## src/rtl/fetch_pkg.sv

```systemverilog
// fetch_pkg: shared constants and the FIFO entry layout for the IF-stage fetch buffer.
// Latency: n/a (types and constants only).
// Backpressure: n/a.
//   DEPTH_DEF / AW_DEF / DW_DEF : default FIFO depth, address width, instruction width
//   PC_INC                      : byte stride between sequential instructions
//   fetch_entry_t               : {instr, pc_plus4} as queued for decode
package fetch_pkg;
  localparam int DEPTH_DEF = 4;
  localparam int AW_DEF    = 32;
  localparam int DW_DEF    = 32;
  localparam int PC_INC    = 4;

  typedef struct packed {
    logic [DW_DEF-1:0] instr;
    logic [AW_DEF-1:0] pc_plus4;
  } fetch_entry_t;
endpackage

```

## src/rtl/fetch_fifo.sv

```systemverilog
// fetch_fifo: flop-based DEPTH-entry FIFO of fetch_entry_t with synchronous clear.
// Latency: push visible at the head the next cycle; head read is combinational.
// Backpressure: none internally; the caller must never push when full (asserted).
//   Clk, Reset   : clock, synchronous active-high reset
//   i_clear      : synchronous clear (drops all entries; push/pop that cycle ignored)
//   i_push/_dat  : write an entry at the tail
//   i_pop        : advance the head
//   o_count      : current occupancy
//   o_head       : head entry, all zeros when empty
module fetch_fifo
  import fetch_pkg::*;
#(
  parameter int DEPTH = DEPTH_DEF,
  localparam int CW   = $clog2(DEPTH + 1),
  localparam int PW   = $clog2(DEPTH)
) (
  input  logic          Clk,
  input  logic          Reset,
  input  logic          i_clear,
  input  logic          i_push,
  input  fetch_entry_t  i_push_dat,
  input  logic          i_pop,
  output logic [CW-1:0] o_count,
  output fetch_entry_t  o_head
);

  fetch_entry_t  r_mem [DEPTH];
  logic [PW-1:0] r_wr_ptr;
  logic [PW-1:0] r_rd_ptr;
  logic [CW-1:0] r_count;

  // DEPTH is a power of two, so the pointers wrap naturally.
  always_ff @(posedge Clk) begin
    if (Reset || i_clear) begin
      r_wr_ptr <= '0;
      r_rd_ptr <= '0;
      r_count  <= '0;
    end else begin
      if (i_push) begin
        r_mem[r_wr_ptr] <= i_push_dat;
        r_wr_ptr        <= r_wr_ptr + 1'b1;
      end
      if (i_pop) begin
        r_rd_ptr <= r_rd_ptr + 1'b1;
      end
      case ({i_push, i_pop})
        2'b10:   r_count <= r_count + 1'b1;
        2'b01:   r_count <= r_count - 1'b1;
        default: r_count <= r_count;
      endcase
    end
  end

  always_ff @(posedge Clk) begin
    if (!Reset && !i_clear) begin
      assert (!(i_push && !i_pop && (r_count == CW'(DEPTH))));
      assert (!(i_pop && (r_count == '0)));
    end
  end

  assign o_count = r_count;
  assign o_head  = (r_count == '0) ? '0 : r_mem[r_rd_ptr];

endmodule

```

## src/rtl/fetch_buffer.sv

```systemverilog
// fetch_buffer: issues PCResult to the sync instruction memory and queues {instr, PC+4} for decode.
// Latency: issue at t, response pushed at t+1, OutValid at t+2 when the FIFO starts empty.
// Backpressure: a fetch issues only while queued + in-flight < DEPTH; otherwise PCHold freezes the PC.
//   Clk, Reset              : clock, synchronous active-high reset
//   PCResult / PCHold       : current PC in; hold request back to the PC mux
//   IMemRd/IMemAddr         : fetch request to instruction memory (address = PCResult)
//   IMemRdData              : instruction word, valid the cycle after IMemRd
//   Flush                   : redirect; drops queued and in-flight fetches
//   OutValid/OutReady       : head handshake with decode
//   OutInstr/OutPCPlus4     : head entry (zeros when empty)
module fetch_buffer
  import fetch_pkg::*;
#(
  parameter int DEPTH = DEPTH_DEF,
  parameter int AW    = AW_DEF,
  parameter int DW    = DW_DEF
) (
  input  logic          Clk,
  input  logic          Reset,
  input  logic [AW-1:0] PCResult,
  output logic          PCHold,
  output logic          IMemRd,
  output logic [AW-1:0] IMemAddr,
  input  logic [DW-1:0] IMemRdData,
  input  logic          Flush,
  output logic          OutValid,
  input  logic          OutReady,
  output logic [DW-1:0] OutInstr,
  output logic [AW-1:0] OutPCPlus4
);

  localparam int CW = $clog2(DEPTH + 1);

  logic          r_inflight;
  logic [AW-1:0] r_inflight_pc;

  logic          w_kill;
  logic          w_pop;
  logic          w_issue;
  logic          w_push;
  logic [CW-1:0] w_count;
  logic [CW-1:0] w_count_after;
  logic [CW-1:0] w_used;
  fetch_entry_t  w_push_dat;
  fetch_entry_t  w_head;

  assign w_kill   = Reset || Flush;
  assign OutValid = !Reset && (w_count != '0);
  assign w_pop    = OutValid && OutReady;

  // A slot freed by this cycle's pop is already available as credit, so a
  // full FIFO being drained sustains one fetch per cycle.
  assign w_count_after = w_count - CW'(w_pop);
  assign w_used        = w_count_after + CW'(r_inflight);
  assign w_issue       = !w_kill && (w_used < CW'(DEPTH));

  assign IMemRd   = w_issue;
  assign IMemAddr = PCResult;
  // On a redirect PCHold drops so the PC mux loads the new target.
  assign PCHold   = !w_kill && !w_issue;

  // The response of an in-flight fetch is dropped if a redirect lands on it.
  assign w_push              = r_inflight && !w_kill;
  assign w_push_dat.instr    = IMemRdData;
  assign w_push_dat.pc_plus4 = r_inflight_pc + AW'(PC_INC);

  always_ff @(posedge Clk) begin
    if (Reset) begin
      r_inflight    <= 1'b0;
      r_inflight_pc <= '0;
    end else begin
      r_inflight <= w_issue;
      if (w_issue) begin
        r_inflight_pc <= PCResult;
      end
    end
  end

  fetch_fifo #(.DEPTH(DEPTH)) u_fifo (
    .Clk        (Clk),
    .Reset      (Reset),
    .i_clear    (Flush),
    .i_push     (w_push),
    .i_push_dat (w_push_dat),
    .i_pop      (w_pop && !Flush),
    .o_count    (w_count),
    .o_head     (w_head)
  );

  assign OutInstr   = w_head.instr;
  assign OutPCPlus4 = w_head.pc_plus4;

endmodule

```

## config.mk

```make
export PLATFORM = sky130hd
export DESIGN_NAME = fetch_buffer
export DESIGN_NICKNAME = d
export VERILOG_FILES = /design/src/rtl/fetch_pkg.sv /design/src/rtl/fetch_fifo.sv /design/src/rtl/fetch_buffer.sv
export SDC_FILE = /design/constraint.sdc
export NUM_CORES = 1
export LEC_CHECK = 0
export CORE_MARGIN = 2
export CORE_UTILIZATION = 55
export CTS_CLUSTER_SIZE = 12
export DETAILED_ROUTE_END_ITERATION = 6
export PLACE_DENSITY = 0.8
export SYNTH_ARGS = -nofsm -noshare
export SYNTH_HDL_FRONTEND = slang
export SYNTH_SLANG_ARGS = --single-unit
```

## constraint.sdc

```tcl
create_clock -name Clk -period 3.1 [get_ports Clk]
set_input_delay 0.62 -clock Clk [delete_from_list [all_inputs] [get_ports Clk]]
set_output_delay 0.62 -clock Clk [all_outputs]
set_load 0.05 [all_outputs]
```

==> reports/summary.txt, run 1 <==
status: finished, final reports clean
Ports: 167
WP data arrival: 2.44 ns
vias in the first global route: 7095
clk buf depth: 3
ratio of final minimum period to clock period: 0.9873
initial antenna violation count: 0
footprint of the multi-input gates: 3506 um^2
fin util: 0.7018
cts hold-fix bufs: 0
layout cells sized above 1: 0.2992
register area: 8542 um^2
Initial Utilization: 0.5649
ys async rst share: 0
r2r setup slk: 0.43 ns
dpl ws: -0.09526 ns
Mapped Avg Cell Area: 17.98 um^2
Synth cell types: 38
count of input and output buffers: 166
Max-Cap Viols: 0
via/cell ratio: 5.698
FF-to-FF path depth: 12
number of synthesized flops with an enable pin: 256
Hold Path Cell Cnt: 0
Iter 0 DRT Violations: 396
WL/cell: 21.22 um
Final Hold Fails: 0
Total Die Area: 23770 um^2
final-layout fill cell count: 1370
CP Launch Type: flop
setup TNS: 0 ns
setup slack after layout: 0.03942 ns
root buf cell: clkbuf_16
Critical Path RT: 2.48 ns
worst hold path type: flop to flop
Total Nets Final: 941
htree depth: 1
Worst R2R End: r_inflight_pc[21]$_SDFFE_PP0P_
clock slew at reported path FFs: 0.06 ns
Worst-Margin Slew: 0.6563 ns
FMAX: 326.7 MHz
total nets after synthesis: 767
all-layer global routing usage: 0.2102
FF-to-FF Start: u_fifo.o_count[1]$_SDFFE_PP0P_
Finish-stage setup viols: 0
clock sinks: 298
Rows: 54
router iterations before antenna repair: 5
Max transition margin: 0.5625
Max Clock Skew: 0.02112 ns
vias: 6661
TritonCTS Buffers: 31
Hold Crit Start: r_inflight_pc[0]$_SDFFE_PP0P_
Core Area: 21960 um^2
Antenna diodes: 0
antenna viol nets, final: 0
Synth Cell Area: 12400 um^2
peak supply drop: 331.2 uV
pin count of the biggest net entering global routing: 67
ys flop type: edfxtp_1
post-DP HPWL: 15600 um
Clk Latency, worst-skew pair: 0.55 ns
Overflow after GRT: 0
Die H: 154.2 um
first-pass GRT wire length: 38980 um
Final Wtd Congestion: 0.8123
max-slew violations: 0
P per Cell Area: 550.2 nW/um^2
TritonCTS clock tree: built
Hold Path Sink: u_fifo.r_mem[1][0]$_DFFE_PP_
Mapped Cells: 690
Power Total: 8.479 mW
WS Path Type: flop to primary output
RSZ-0062 raised after global routing: yes
post-synth top area cell: edfxtp_1
Die X: 154.2 um
Layout area overhead: 24.23%
top cells by area, synth: edfxtp_1 62%, mux4_2 12%, dfxtp_1 6.8%
DR DRC count: 0
final WL: 24810 um
Yosys top cell area share: 0.6197
Crit. End Element: primary output
leakage: 5.349 nW
crit path time final: 3.061 ns
Ys Warns: 0
synthesis-stage register bit count: 298
Worst Path Max Fanout: 4
post-synthesis sequential area ratio: 0.6875
## cells by family (layout without fill, tap and decap cells)
group                    count (synthesis)  in the layout  synth area share
AO/OA/AOI/OAI                            5              5          0.003026
XOR/XNOR                                34             34           0.02461
adder cells (fa/ha/maj)                  9              9          0.009684
buffers and inverters                   73            272           0.03712
flip-flops                             298            298            0.6875
multiplexers                            97             97            0.1548
AND/OR/NAND/NOR                        174            174           0.08322
## synth_stat cells, types with 2 or more instances
master	number
a21oi_1	3
and2_1	64
and3_1	9
and4_1	2
buf_1	6
buf_12	3
buf_2	7
buf_4	34
clkbuf_1	11
dfxtp_1	42
edfxtp_1	256
ha_1	8
inv_1	11
mux2_2	3
mux2_4	29
mux4_2	64
nand2_1	8
nand3_1	20
nand4_1	11
nor2_1	19
nor2b_1	30
nor4_1	3
xnor2_1	25
xor2_1	8
## how the worst max path moves through the flow
stage	cells past startpoint	endpoint	from
final	10	IMemRd	u_fifo.o_count[1]$_SDFFE_PP0P_
after CTS	10	IMemRd	u_fifo.o_count[1]$_SDFFE_PP0P_
after floorplan	9	PCHold	u_fifo.o_count[1]$_SDFFE_PP0P_
after detailed placement	11	r_inflight_pc[21]$_SDFFE_PP0P_	OutReady
after global placement	11	r_inflight_pc[19]$_SDFFE_PP0P_	OutReady
after global routing	10	PCHold	u_fifo.o_count[1]$_SDFFE_PP0P_
## cells in the final DEF, fill, tap and decap left out, types with 7 or more instances in the layout
cell type        count
edfxtp_1           256
clkdlybuf4s50_1     98
buf_4               87
mux4_2              64
and2_1              64
dfxtp_1             37
clkbuf_16           32
nor2b_1             30
mux2_4              29
xnor2_1             25
nand3_1             20
nor2_1              18
buf_12              16
clkbuf_1            15
nand4_1             11
inv_1               10
xor2_1               8
nand2_1              7
clkbuf_8             7
## critical path, stage by stage (launching register included)
cell and delay [ns]:
dfxtp_4 0.34, or3_4 0.40, nand2_4 0.09, nor2_4 0.04
ha_4 0.15, inv_2 0.06, ha_4 0.14, nand3b_4 0.10
a211o_4 0.38, nand2_8 0.08, buf_12 0.13
## through the flow
stage | instances | hold WS, ns | instance area, um^2
after floorplan | 690 | 0.4525 | 12410
after detailed placement | 1095 | 0.5042 | 14230
after global placement | 1095 | 0.4839 | 14230
after CTS | 1157 | 0.5123 | 15290
final | 1169 | 0.5198 | 15410
after global routing | 1169 | 0.5290 | 15410
## what timing repair did
action | in CTS | in global routing
buffers inserted | 4 | 12
pin swaps | 5 | 3
resized for setup | 12 | 6
endpoints found under the setup margin | 2 | 3
## power breakdown
group          switching (mW)  total, mW  leakage [nW]  internal [mW]
sequential             0.0522       4.47          2.69           4.42
combinational           0.264      0.497          2.18          0.233
clock                    1.41       3.51         0.480           2.10
## final cells by class
class | instances | area share
inverter | 11 | 0.002679
timing repair buffer | 203 | 0.1290
tap | 280 | 0.02273
clock buffer | 53 | 0.06025
multi-input combinational | 319 | 0.2275
sequential | 298 | 0.5543
clock inverter | 5 | 0.003491
## per-layer routing
layer | wire length (um) | vias up | global-route usage
met4 | 447 | 0 | 0.05207
met5 | 0 | - | 0
met1 | 10080 | 3425 | 0.2750
met3 | 1380 | 38 | 0.03166
met2 | 12900 | 238 | 0.3737
li1 | - | 2960 | -
## registers in the layout (all words and copies together) (netlist names), named ones only
register         flops
u_fifo.o_count       3
u_fifo.r_mem       256
u_fifo.r_rd_ptr      2
r_inflight           1
u_fifo.r_wr_ptr      2
r_inflight_pc       32
(Power assumes the default switching activity.)
==> run 2: changes to the inputs <==
--- a/config.mk
+++ b/config.mk
@@ -5,11 +5,13 @@
 export SDC_FILE = /design/constraint.sdc
 export NUM_CORES = 1
 export LEC_CHECK = 0
+export CELL_PAD_IN_SITES_DETAIL_PLACEMENT = 1
+export CELL_PAD_IN_SITES_GLOBAL_PLACEMENT = 2
 export CORE_MARGIN = 2
-export CORE_UTILIZATION = 55
+export CORE_UTILIZATION = 41
 export CTS_CLUSTER_SIZE = 12
 export DETAILED_ROUTE_END_ITERATION = 6
-export PLACE_DENSITY = 0.8
+export PLACE_DENSITY_LB_ADDON = 0.1
 export SYNTH_ARGS = -nofsm -noshare
 export SYNTH_HDL_FRONTEND = slang
 export SYNTH_SLANG_ARGS = --single-unit
==> run 2 against run 1 <==
  * Critical endpoint unchanged
  * Setup slack got worse by 0.035 ns
  * Register-to-register slack got worse by 0.07 ns
  * Combinational power about the same
  * Core utilization down 18 points
==> reports/summary.txt, run 2 (same netlist as run 1, synthesis figures left out) <==
Initial Utilization: 0.4174 (-0.1475)
initial antenna violation count: 0 (unchanged)
commonest non-fill, non-tap cell in the layout: edfxtp_1
Ports: 167 (unchanged)
RSZ-0062 raised after global routing: yes
Crit. End Element: primary output
DR DRC count: 0 (unchanged)
Max-Cap Viols: 0 (unchanged)
Antenna diodes: 0 (unchanged)
Worst Path Max Fanout: 3 (-1)
Worst-Margin Slew: 0.7061 ns (+0.04987 ns)
FF-to-FF Start: u_fifo.o_count[1]$_SDFFE_PP0P_
count of input and output buffers: 166 (unchanged)
Total Nets Final: 938 (-0.32%)
TritonCTS Buffers: 34 (+9.7%)
Total Die Area: 31660 um^2 (+33%)
footprint of the multi-input gates: 3500 um^2 (-0.18%)
layout cells sized above 1: 0.3005 (+0.001241)
post-DP HPWL: 17480 um (+12%)
via/cell ratio: 5.101 (-10%)
Core Area: 29720 um^2 (+35%)
Critical Path Source: u_fifo.o_count[1]$_SDFFE_PP0P_
Die X: 177.9 um (+15%)
ratio of final minimum period to clock period: 0.9984 (+0.01114)
Largest register FFs: 256 (unchanged)
final WL: 27250 um (+9.8%)
P per Cell Area: 563.7 nW/um^2 (+2.5%)
most frequent cells in the layout: 256 x edfxtp_1, 97 x clkdlybuf4s50_1, 82 x buf_4
clock slew at reported path FFs: 0.06 ns (about the same)
register area: 8542 um^2 (unchanged)
Die H: 177.9 um (+15%)
cts hold-fix bufs: 0 (unchanged)
Overflow after GRT: 0 (unchanged)
fin util: 0.5237 (-0.1780)
r2r setup slk: 0.36 ns (-0.07 ns)
vias in the first global route: 7363 (+3.8%)
final-layout fill cell count: 2730 (+99%)
Power Total: 8.773 mW (+3.5%)
router iterations before antenna repair: 4 (-1)
first-pass GRT wire length: 42570 um (+9.2%)
root buf cell: clkbuf_16
largest register by flop count: u_fifo.r_mem
pin count of the biggest net entering global routing: 67 (unchanged)
WP data arrival: 2.48 ns (+0.04 ns)
FMAX: 323.1 MHz (-1.1%)
Hold Crit Start: r_inflight_pc[1]$_SDFFE_PP0P_
Max transition margin: 0.5292 (-0.03324)
Layout area overhead: 25.47%
Rows: 63 (+17%)
Final Non-Filler Cells: 1272 (+8.8%)
Iter 0 DRT Violations: 307 (-22%)
Clk Latency, worst-skew pair: 0.51 ns (-0.04 ns)
dpl ws: -0.04182 ns (+0.05344 ns)
clk buf depth: 3 (unchanged)
WL/cell: 21.42 um (+0.94%)
clock sinks: 298 (unchanged)
peak supply drop: 305.2 uV (-7.8%)
Inst Count DP: 1210 (+11%)
htree depth: 2 (+1)
leakage: 5.361 nW (+0.22%)
WS Path Type: flop to primary output
crit path time final: 3.095 ns (+0.03452 ns)
max-slew violations: 0 (unchanged)
worst hold path type: flop to flop
setup slack after layout: 0.004893 ns (-0.03452 ns)
TritonCTS clock tree: built
Final Hold Fails: 0 (unchanged)
status: finished, final reports clean
all-layer global routing usage: 0.1779 (-0.03227)
setup TNS: 0 ns (unchanged)
vias: 6489 (-2.6%)
Critical Path RT: 2.48 ns (about the same)
Final Wtd Congestion: 0.7408 (-8.8%)
antenna viol nets, final: 0 (unchanged)
Finish-stage setup viols: 0 (unchanged)
CP Launch Type: flop
Max Clock Skew: 0.01736 ns (-0.003759 ns)
==> run 2: cell types whose count changed in the layout (fill, tap and decap cells not counted), moves of 2 or more <==
| cell | previous run | this run |
|---|---|---|
| clkinv_2 | 3 | 6 |
| clkbuf_8 | 7 | 1 |
| clkbuf_1 | 15 | 5 |
| clkbuf_16 | 32 | 34 |
| clkinv_1 | 0 | 4 |
| bufinv_16 | 1 | 3 |
| buf_4 | 87 | 82 |
==> run 2: worst paths after layout <==
kind,cells after the start,end
worst max-delay path,11,IMemRd
worst min-delay path,0,u_fifo.r_mem[1][1]$_DFFE_PP_
worst max register to register,13,r_inflight_pc[20]$_SDFFE_PP0P_
worst min register to register,0,u_fifo.r_mem[1][1]$_DFFE_PP_
==> run 2: per-stage QoR <==
| stage | cell area, um^2 | hold WS (ns) |
|---|---|---|
| floorplan | 12410 | 0.4525 |
| global placement | 14390 | 0.5035 |
| detailed placement | 14390 | 0.5333 |
| CTS | 15520 | 0.5395 |
| global route | 15560 | 0.5492 |
| finish | 15560 | 0.5304 |
==> run 2: power by group <==
part           switching [mW]  total (mW)  internal (mW)
registers              0.0508        4.47           4.42
logic                   0.266       0.499          0.233
clock network            1.52        3.81           2.29
total                    1.84        8.77           6.94
==> run 2: layout make-up <==
class,instances,area share
flip-flops and latches,298,0.5488
multi-input cells,319,0.2249
repair buffers,197,0.1240
clock buffers,40,0.05676
well taps,390,0.03135
clock inverters,17,0.01134
inverters,11,0.002814
==> run 2: routing by layer <==
layer | share of wire | vias to the layer above | track usage
met1 | 0.44 | 3342 | 0.2358
met2 | 0.50 | 163 | 0.3072
li1 | - | 2946 | -
met3 | 0.045 | 38 | 0.02956
met4 | 0.017 | 0 | 0.04133
met5 | 0 | - | 0
==> run 2: repair_timing <==
action	CTS	global route
setup endpoints to repair	2	2
gates resized for setup	10	8
buffers inserted	4	1
pin swaps	2	3
==> run 2: critical path: stages (launching register included) <==
cell	delay, ns
dfxtp_4	0.34
or3_4	0.40
nand2_4	0.09
nor2_4	0.04
ha_4	0.16
inv_4	0.05
ha_4	0.20
nand3b_4	0.09
buf_6	0.10
nand4_1	0.18
nand2_4	0.18
buf_12	0.15
